$ cat src/rtl/mem_bus_arbiter.sv
// Round-robin arbiter that gives N_REQ requesters access to one single-port memory.
// Supports locked bursts of up to MAX_HOLD back-to-back accesses per grant.
module mem_bus_arbiter #(
   parameter int N_REQ    = 3,
   parameter int AW       = 8,
   parameter int DW       = 8,
   parameter int MAX_HOLD = 4
) (
   input  logic                clk,
   input  logic                reset,
   input  logic [N_REQ-1:0]    req,
   input  logic [N_REQ-1:0]    lock,
   input  logic [N_REQ-1:0]    we,
   input  logic [N_REQ*AW-1:0] addr,
   input  logic [N_REQ*DW-1:0] wdata,
   output logic [N_REQ-1:0]    gnt,
   output logic [N_REQ-1:0]    ack,
   output logic [DW-1:0]       rdata,
   output logic                mem_en,
   output logic                mem_we,
   output logic [AW-1:0]       mem_addr,
   output logic [DW-1:0]       mem_wdata,
   input  logic [DW-1:0]       mem_rdata,
   output logic                busy
);

   localparam int LW  = (N_REQ > 1) ? $clog2(N_REQ) : 1;
   localparam int HCW = (MAX_HOLD > 1) ? $clog2(MAX_HOLD) : 1;
   localparam logic [HCW-1:0] HOLD_LAST = HCW'(MAX_HOLD - 1);
   localparam logic [LW-1:0]  LAST_INIT = LW'(N_REQ - 1);

   typedef enum logic [1:0] {IDLE, ACCESS, RESP} state_t;

   state_t            state_reg, state_next;
   logic [LW-1:0]     last_reg, last_next;
   logic [LW-1:0]     gidx_reg, gidx_next;
   logic [N_REQ-1:0]  gnt_reg, gnt_next;
   logic [HCW-1:0]    hold_reg, hold_next;
   logic              we_reg, we_next;
   logic [AW-1:0]     addr_reg, addr_next;
   logic [DW-1:0]     wdata_reg, wdata_next;

   logic [LW-1:0]     win_idx;
   logic              win_found;

   logic [AW-1:0]     addr_arr  [N_REQ];
   logic [DW-1:0]     wdata_arr [N_REQ];

   genvar gi;
   generate
      for (gi = 0; gi < N_REQ; gi++) begin : g_slice
         assign addr_arr[gi]  = addr[gi*AW +: AW];
         assign wdata_arr[gi] = wdata[gi*DW +: DW];
      end
   endgenerate

   // Search upward from the requester after the last one served, wrapping around.
   always_comb begin
      int idx;
      idx       = 0;
      win_found = 1'b0;
      win_idx   = '0;
      for (int k = 1; k <= N_REQ; k++) begin
         idx = (int'(last_reg) + k) % N_REQ;
         if (!win_found && req[idx]) begin
            win_found = 1'b1;
            win_idx   = LW'(idx);
         end
      end
   end

   always_comb begin
      state_next = state_reg;
      last_next  = last_reg;
      gidx_next  = gidx_reg;
      gnt_next   = gnt_reg;
      hold_next  = hold_reg;
      we_next    = we_reg;
      addr_next  = addr_reg;
      wdata_next = wdata_reg;
      case (state_reg)
         IDLE: begin
            if (win_found) begin
               state_next        = ACCESS;
               gidx_next         = win_idx;
               gnt_next          = '0;
               gnt_next[win_idx] = 1'b1;
               we_next           = we[win_idx];
               addr_next         = addr_arr[win_idx];
               wdata_next        = wdata_arr[win_idx];
            end
         end
         ACCESS: state_next = RESP;
         RESP: begin
            if (lock[gidx_reg] && req[gidx_reg] && (hold_reg < HOLD_LAST)) begin
               state_next = ACCESS;
               hold_next  = hold_reg + 1'b1;
               we_next    = we[gidx_reg];
               addr_next  = addr_arr[gidx_reg];
               wdata_next = wdata_arr[gidx_reg];
            end else begin
               state_next = IDLE;
               gnt_next   = '0;
               last_next  = gidx_reg;
               hold_next  = '0;
               we_next    = 1'b0;
               addr_next  = '0;
               wdata_next = '0;
            end
         end
         default: state_next = IDLE;
      endcase
   end

   always_ff @(posedge clk) begin
      if (!reset) begin
         state_reg <= IDLE;
         last_reg  <= LAST_INIT;
         gidx_reg  <= '0;
         gnt_reg   <= '0;
         hold_reg  <= '0;
         we_reg    <= 1'b0;
         addr_reg  <= '0;
         wdata_reg <= '0;
      end else begin
         state_reg <= state_next;
         last_reg  <= last_next;
         gidx_reg  <= gidx_next;
         gnt_reg   <= gnt_next;
         hold_reg  <= hold_next;
         we_reg    <= we_next;
         addr_reg  <= addr_next;
         wdata_reg <= wdata_next;
      end
   end

   // Memory answers during RESP, so read data is passed straight through in the ack cycle.
   assign gnt       = gnt_reg;
   assign mem_en    = (state_reg == ACCESS);
   assign mem_we    = we_reg & mem_en;
   assign mem_addr  = addr_reg;
   assign mem_wdata = wdata_reg;
   assign ack       = (state_reg == RESP) ? gnt_reg : '0;
   assign rdata     = (state_reg == RESP && !we_reg) ? mem_rdata : '0;
   assign busy      = (state_reg != IDLE);

endmodule

$ cat config.mk
export PLATFORM = sky130hd
export DESIGN_NAME = mem_bus_arbiter
export DESIGN_NICKNAME = d
export VERILOG_FILES = /design/src/rtl/mem_bus_arbiter.sv
export SDC_FILE = /design/constraint.sdc
export NUM_CORES = 1
export LEC_CHECK = 0
export CAP_MARGIN = 20
export CORE_ASPECT_RATIO = 0.8
export CORE_MARGIN = 2
export CORE_UTILIZATION = 32
export DETAILED_ROUTE_END_ITERATION = 10
export HOLD_SLACK_MARGIN = 0.12
export SLEW_MARGIN = 20
export SYNTH_ARGS = -nofsm -noshare
export SYNTH_HDL_FRONTEND = slang
export SYNTH_SLANG_ARGS = --single-unit
$ cat constraint.sdc
create_clock -name clk -period 2.15 [get_ports clk]
set_input_delay 0.215 -clock clk [delete_from_list [all_inputs] [get_ports clk]]
set_output_delay 0.215 -clock clk [all_outputs]
set_load 0.02 [all_outputs]
==> results of run 1 <==
stage by stage:
stage,TNS (ns),util [%],setup slack [ns],hold WS (ns),std cells
after detailed placement,-3.33,49.1,-0.221,0.462,510
after global placement,-2.86,49.1,-0.181,0.459,510
final,-1.29,53.7,-0.0939,0.473,527
after CTS,-0.608,50.9,-0.0614,0.477,518
after global routing,-2.97,53.7,-0.173,0.496,527
after floorplan,-1.43,-,-0.131,0.377,295
worst min-delay path by stage:
| stage | from | end | slack, ns | depth (start not counted) |
|---|---|---|---|---|
| after floorplan | reset | gnt[0] | 0.38 | 1 |
| after global placement | hold_reg[1] | hold_reg[1] | 0.46 | 2 |
| after detailed placement | hold_reg[1] | hold_reg[1] | 0.46 | 2 |
| after CTS | hold_reg[1] | hold_reg[1] | 0.48 | 2 |
| after global routing | hold_reg[1] | hold_reg[1] | 0.50 | 2 |
| final | hold_reg[1] | hold_reg[1] | 0.47 | 2 |
cells in the final DEF, fill, tap and decap left out, drive strengths merged, types with 4 or more instances in the layout:
cell,netlist,layout
or3,18,18
nor4,17,17
dlymetal6s2s,0,6
nand2,7,7
clkbuf,20,5
a41o,17,17
ha,5,5
a21boi,4,4
nor2,6,6
dfxtp,28,28
inv,5,5
mux2i,37,37
a21oi,4,4
o2bb2ai,17,17
buf,13,52
o21ai,21,21
and2,17,17
clkdlybuf4s50,0,93
nor2b,6,6
a211oi,18,18
kinds of logic after synthesis:
logic type	count (synthesis)	share of synthesized area [%]
muxes	39	14.9
DFF	28	21.0
and+or+nand+nor	87	20.6
AOI/OAI and AO/OA	98	31.9
buffers and inverters	38	9.25
adders and majority gates	5	2.35
routing by layer:
| metal | track usage (%) | share of wire [%] |
|---|---|---|
| met2 | 33.7 | 46 |
| met5 | 0 | 0 |
| met1 | 27.8 | 47 |
| met4 | 2.63 | 0.47 |
| met3 | 3.95 | 7.1 |
layout make-up:
class	instances	area share, %
multi-input combinational	229	46.4
timing repair buffer	153	35.1
sequential	28	13.2
tap	108	3.14
clock buffer	3	0.958
clock inverter	1	0.697
inverter	5	0.552
power by group:
group          switching [W]  leakage, nW  internal [W]  total (W)
Sequential         0.0000762        0.233      0.000610   0.000687
Clock               0.000184       0.0357      0.000250   0.000433
Combinational       0.000739         1.47      0.000797    0.00154
critical path, cell delays in order (launching register included):
cell and delay, ns:
dfxtp_4 0.38, inv_4 0.06, ha_4 0.18, buf_6 0.11, mux2i_2 0.27, o21ai_2 0.11
a2111oi_4 0.35, buf_4 0.20, o21ba_4 0.21, clkbuf_16 0.18, a211oi_2 0.06
timing repair:
| action | CTS | global route |
|---|---|---|
| endpoints found under the setup margin | 27 | 28 |
| pin swaps | 1 | 14 |
| resized for setup | 13 | 36 |
| cloned | 0 | 3 |
| buffers inserted | 4 | 6 |
==> impl_metrics.env, run 1 <==
export IMPL_grt_max_degree=19
export IMPL_cts_hold_buffers_added=0
export IMPL_grt_pass1_vias=2861
export IMPL_cts_root_buf="clkbuf_8"
export IMPL_diodes_inserted=0
export IMPL_post_synth_inst_count=295
export IMPL_start_util_pct=33.2
export IMPL_failed_checks="negative setup slack"
export IMPL_slack_of_the_worst_reg_to_reg_path_ns=-0.09
export IMPL_worst_clock_skew_ns=0.00724
export IMPL_first_pass_grt_wire_length_mm=14.6
export IMPL_cts_sink_count=28
export IMPL_syn_area_per_cell_um2=9.03
export IMPL_nets=492
export IMPL_synthesis_area_um2=2670
export IMPL_area_delta_synth_final_pct=61.6
export IMPL_placement_cell_area_um2=3940
export IMPL_critPathCaptureType="flip-flop"
export IMPL_run_status="complete, but fails checks"
export IMPL_detail_route_wl_per_cell_um=18.2
export IMPL_area_of_all_placed_cells_without_fillers_um2=4310
export IMPL_die_area_um2=9080
export IMPL_multi_input_area_um2=2000
export IMPL_antenna_found_initial=0
export IMPL_dieHeight_um=85.6
export IMPL_critPathKind="reg -> reg"
export IMPL_layout_filler_cells=737
export IMPL_die_x_um=106
export IMPL_finalWeightedCongestion=0.816
export IMPL_critPathMaxFanout=7
export IMPL_timing_slew_headroom_pct=71.2
export IMPL_yosys_register_bits=28
export IMPL_tritoncts_clock_tree="done"
export IMPL_start_kind="flip-flop"
export IMPL_setup_repair_after_global_routing_missed_its_margin="yes"
export IMPL_postLayoutSetupSlackWorst_ns=-0.0939
export IMPL_synth_top_area_cell="dfxtp_1"
export IMPL_hpwlAfterDp_mm=6.80
export IMPL_core_outline_area_um2=8020
export IMPL_antenna_violating_nets_post_route=0
export IMPL_setup_violations_final=18
export IMPL_yosys_top_cells_area="dfxtp_1 21%, mux2i_1 14%, o2bb2ai_1 5.6%"
export IMPL_dr_total_vias=2926
export IMPL_layout_drive_gt1_share_pct=30.5
export IMPL_postRouteWirelength_mm=9.60
export IMPL_netlist_area_leader_share_pct=21.0
export IMPL_ff2ff_path_depth=10
export IMPL_post_synth_top_count_cell="mux2i_1"
export IMPL_peakVddDrop_mv=0.357
export IMPL_drc=0
export IMPL_static_leakage_power_nw=1.74
export IMPL_hold_viol_final=0
export IMPL_synth_seq_area_share_pct=21.0
export IMPL_grt_use_total_pct=20.2
export IMPL_port_buffers=99
export IMPL_synth_cell_type_count=56
export IMPL_avgViaCountPerCell=5.55
export IMPL_synth_top_cells_by_count="37 x mux2i_1, 28 x dfxtp_1, 21 x o21ai_0"
export IMPL_yosys_warnings=0
export IMPL_setup_worst_path_start="last_reg[1]"
export IMPL_synth_ff_type="dfxtp_1"
export IMPL_postSynthNetCount=367
export IMPL_finalCritPeriodShare_pct=104
export IMPL_critical_path_arrival_ns=2.41
export IMPL_cts_htree_levels=1
export IMPL_drt_first_pass_iters=4
export IMPL_critPathRequiredTime_ns=2.31
export IMPL_crit_end="mem_addr[6]"
export IMPL_highest_clock_rate_mhz=446
export IMPL_max_cap_violations=0
export IMPL_drtIter0Drc=163
export IMPL_cellPowerDensity_nw_per_um2=617
export IMPL_holdCritPathClass="reg -> reg"
export IMPL_clock_insertion_delay_worst_skew_ns=0.28
export IMPL_cts_max_path_buffers=2
export IMPL_number_of_enable_type_register_cells_in_the_synthesized_netlist=0
export IMPL_grt_overflow=0
export IMPL_io_pins=100
export IMPL_cts_made_buffers=3
export IMPL_post_route_min_period_ns=2.24
export IMPL_ys_async_sr_fraction_pct=0
export IMPL_critical_path_reg2reg_startpoint="last_reg[1]"
export IMPL_sequential_cell_area_um2=569
export IMPL_totalPowerFinal_w=0.00266
export IMPL_worst_slew_pin_transition_ns=0.428
export IMPL_rr_endpoint="mem_addr[6]"
export IMPL_max_slew_violation_count=0
export IMPL_cell_rows=29
export IMPL_clkTransAtPathRegs_ns=0.11
Note: power is estimated with default switching activity, not from simulation.
==> run 2: changes to the inputs <==
--- a/config.mk
+++ b/config.mk
@@ -8,9 +8,11 @@
 export CAP_MARGIN = 20
 export CORE_ASPECT_RATIO = 0.8
 export CORE_MARGIN = 2
-export CORE_UTILIZATION = 32
+export CORE_UTILIZATION = 40
 export DETAILED_ROUTE_END_ITERATION = 10
+export GPL_TIMING_DRIVEN = 0
 export HOLD_SLACK_MARGIN = 0.12
+export PLACE_DENSITY = 0.76
 export SLEW_MARGIN = 20
 export SYNTH_ARGS = -nofsm -noshare
 export SYNTH_HDL_FRONTEND = slang
==> impl_metrics.env, run 2 (synthesis gave the netlist of run 1 again) <==
export IMPL_run_status="complete, but fails checks"
export IMPL_failed_checks="negative setup slack"
export IMPL_mostFrequentLayoutCells="91 x clkdlybuf4s50_1, 30 x mux2i_1, 26 x dfxtp_1, 20 x o21ai_0"
export IMPL_peakVddDrop_mv=0.411
export IMPL_drt_first_pass_iters=5
export IMPL_holdCritPathClass="reg -> reg"
export IMPL_setup_repair_after_global_routing_missed_its_margin="yes"
export IMPL_place_inst=477
export IMPL_cts_made_buffers=3
export IMPL_critPathMaxFanout=5
export IMPL_drtIter0Drc=154
export IMPL_ff2ff_path_depth=10
export IMPL_io_pins=100
export IMPL_detail_route_wl_per_cell_um=18.8
export IMPL_area_of_all_placed_cells_without_fillers_um2=4200
export IMPL_start_kind="flip-flop"
export IMPL_area_delta_synth_final_pct=57.5
export IMPL_start_util_pct=41.6
export IMPL_hpwlAfterDp_mm=6.37
export IMPL_final_cell_count_no_fill=496
export IMPL_hold_slack_ns=0.508
export IMPL_worst_slew_pin_transition_ns=0.605
export IMPL_critPathKind="reg -> reg"
export IMPL_cell_rows=26
export IMPL_clkTransAtPathRegs_ns=0.11
export IMPL_grt_max_degree=17
export IMPL_setup_violations_final=20
export IMPL_worst_clock_skew_ns=0.00376
export IMPL_postRouteWirelength_mm=9.32
export IMPL_avgViaCountPerCell=6.06
export IMPL_max_cap_violations=0
export IMPL_hold_viol_final=0
export IMPL_critPathRequiredTime_ns=2.32
export IMPL_timing_slew_headroom_pct=59.6
export IMPL_first_pass_grt_wire_length_mm=14.9
export IMPL_antenna_found_initial=0
export IMPL_cts_sink_count=28
export IMPL_placement_cell_area_um2=3780
export IMPL_core_outline_area_um2=6410
export IMPL_clock_insertion_delay_worst_skew_ns=0.28
export IMPL_max_slew_violation_count=0
export IMPL_dieHeight_um=77.0
export IMPL_post_route_min_period_ns=2.30
export IMPL_layout_drive_gt1_share_pct=28.4
export IMPL_drc=0
export IMPL_finalWeightedCongestion=0.888
export IMPL_dpl_worst_slack_ns=-0.572
export IMPL_cts_hold_buffers_added=0
export IMPL_cts_max_path_buffers=2
export IMPL_cts_htree_levels=1
export IMPL_grt_overflow=0
export IMPL_postLayoutSetupSlackWorst_ns=-0.147
export IMPL_cellPowerDensity_nw_per_um2=631
export IMPL_antenna_violating_nets_post_route=0
export IMPL_diodes_inserted=0
export IMPL_tritoncts_clock_tree="done"
export IMPL_critPathCaptureType="flip-flop"
export IMPL_multi_input_area_um2=2040
export IMPL_layout_filler_cells=519
export IMPL_finalCritPeriodShare_pct=107
export IMPL_grt_use_total_pct=25.4
export IMPL_die_area_um2=7340
export IMPL_die_x_um=95.3
export IMPL_highest_clock_rate_mhz=435
export IMPL_sequential_cell_area_um2=566
export IMPL_critical_path_arrival_ns=2.47
export IMPL_nets=485
export IMPL_final_common_cell="clkdlybuf4s50_1"
export IMPL_port_buffers=98
export IMPL_dr_total_vias=3006
export IMPL_static_leakage_power_nw=1.66
export IMPL_grt_pass1_vias=3035
export IMPL_min_path_cells=2
export IMPL_cts_root_buf="clkbuf_8"
[run 2: path summary, 6_finish.rpt]
path,from,endpoint,slack [ns]
max,last_reg[1],mem_wdata[1],-0.15
min,hold_reg[1],hold_reg[1],0.51
max reg2reg,last_reg[1],mem_wdata[1],-0.15
min reg2reg,hold_reg[1],hold_reg[1],0.51
[run 2: metrics by stage]
stage / utilization (%) / TNS [ns] / power, W
finish: 65.5 / -2.23 / 0.00265
global route: 65.5 / -4.31 / 0.00279
CTS: 65.0 / -2.09 / 0.00262
detailed placement: 59.0 / -10.78 / 0.00199
global placement: 59.0 / -10.42 / 0.00197
floorplan: - / -1.43 / 0.00150
[run 2: repair_timing]
item / CTS / global route
setup buffers: 17 / 0
gates resized for setup: 41 / 18
endpoints found under the setup margin: 32 / 36
pin swaps: 10 / 2
cloned: 2 / 0
[run 2: where the power goes]
group	total, W	internal (W)	switching, W
Combinational	0.00154	0.000780	0.000762
Clock	0.000437	0.000250	0.000187
Sequential	0.000669	0.000610	0.0000591
Total	0.00265	0.00164	0.00101
[run 2: layer usage]
metal / GRT usage [%] / vias up / routed length, µm
li1: - / 1392 / -
met1: 33.7 / 1441 / 3960
met2: 40.4 / 166 / 4280
met3: 7.37 / 7 / 978
met4: 5.65 / 0 / 107
met5: 0 / - / 0
[run 2: layout make-up]
type | count | share of cell area, %
buffer | 29 | 5.16
clock buffer | 3 | 0.984
clock inverter | 1 | 0.716
inverter | 5 | 0.447
multi-input combinational | 229 | 48.7
sequential | 28 | 13.5
tap | 84 | 2.50
timing repair buffer | 117 | 28.0
[run 2: critical path, stage by stage, from the launching register on]
cell	delay [ns]
dfxtp_2	0.35
buf_12	0.12
ha_4	0.26
buf_6	0.11
and2b_2	0.22
a221o_1	0.30
a22oi_2	0.17
buf_6	0.18
buf_12	0.14
mux2i_1	0.24
a211oi_2	0.09
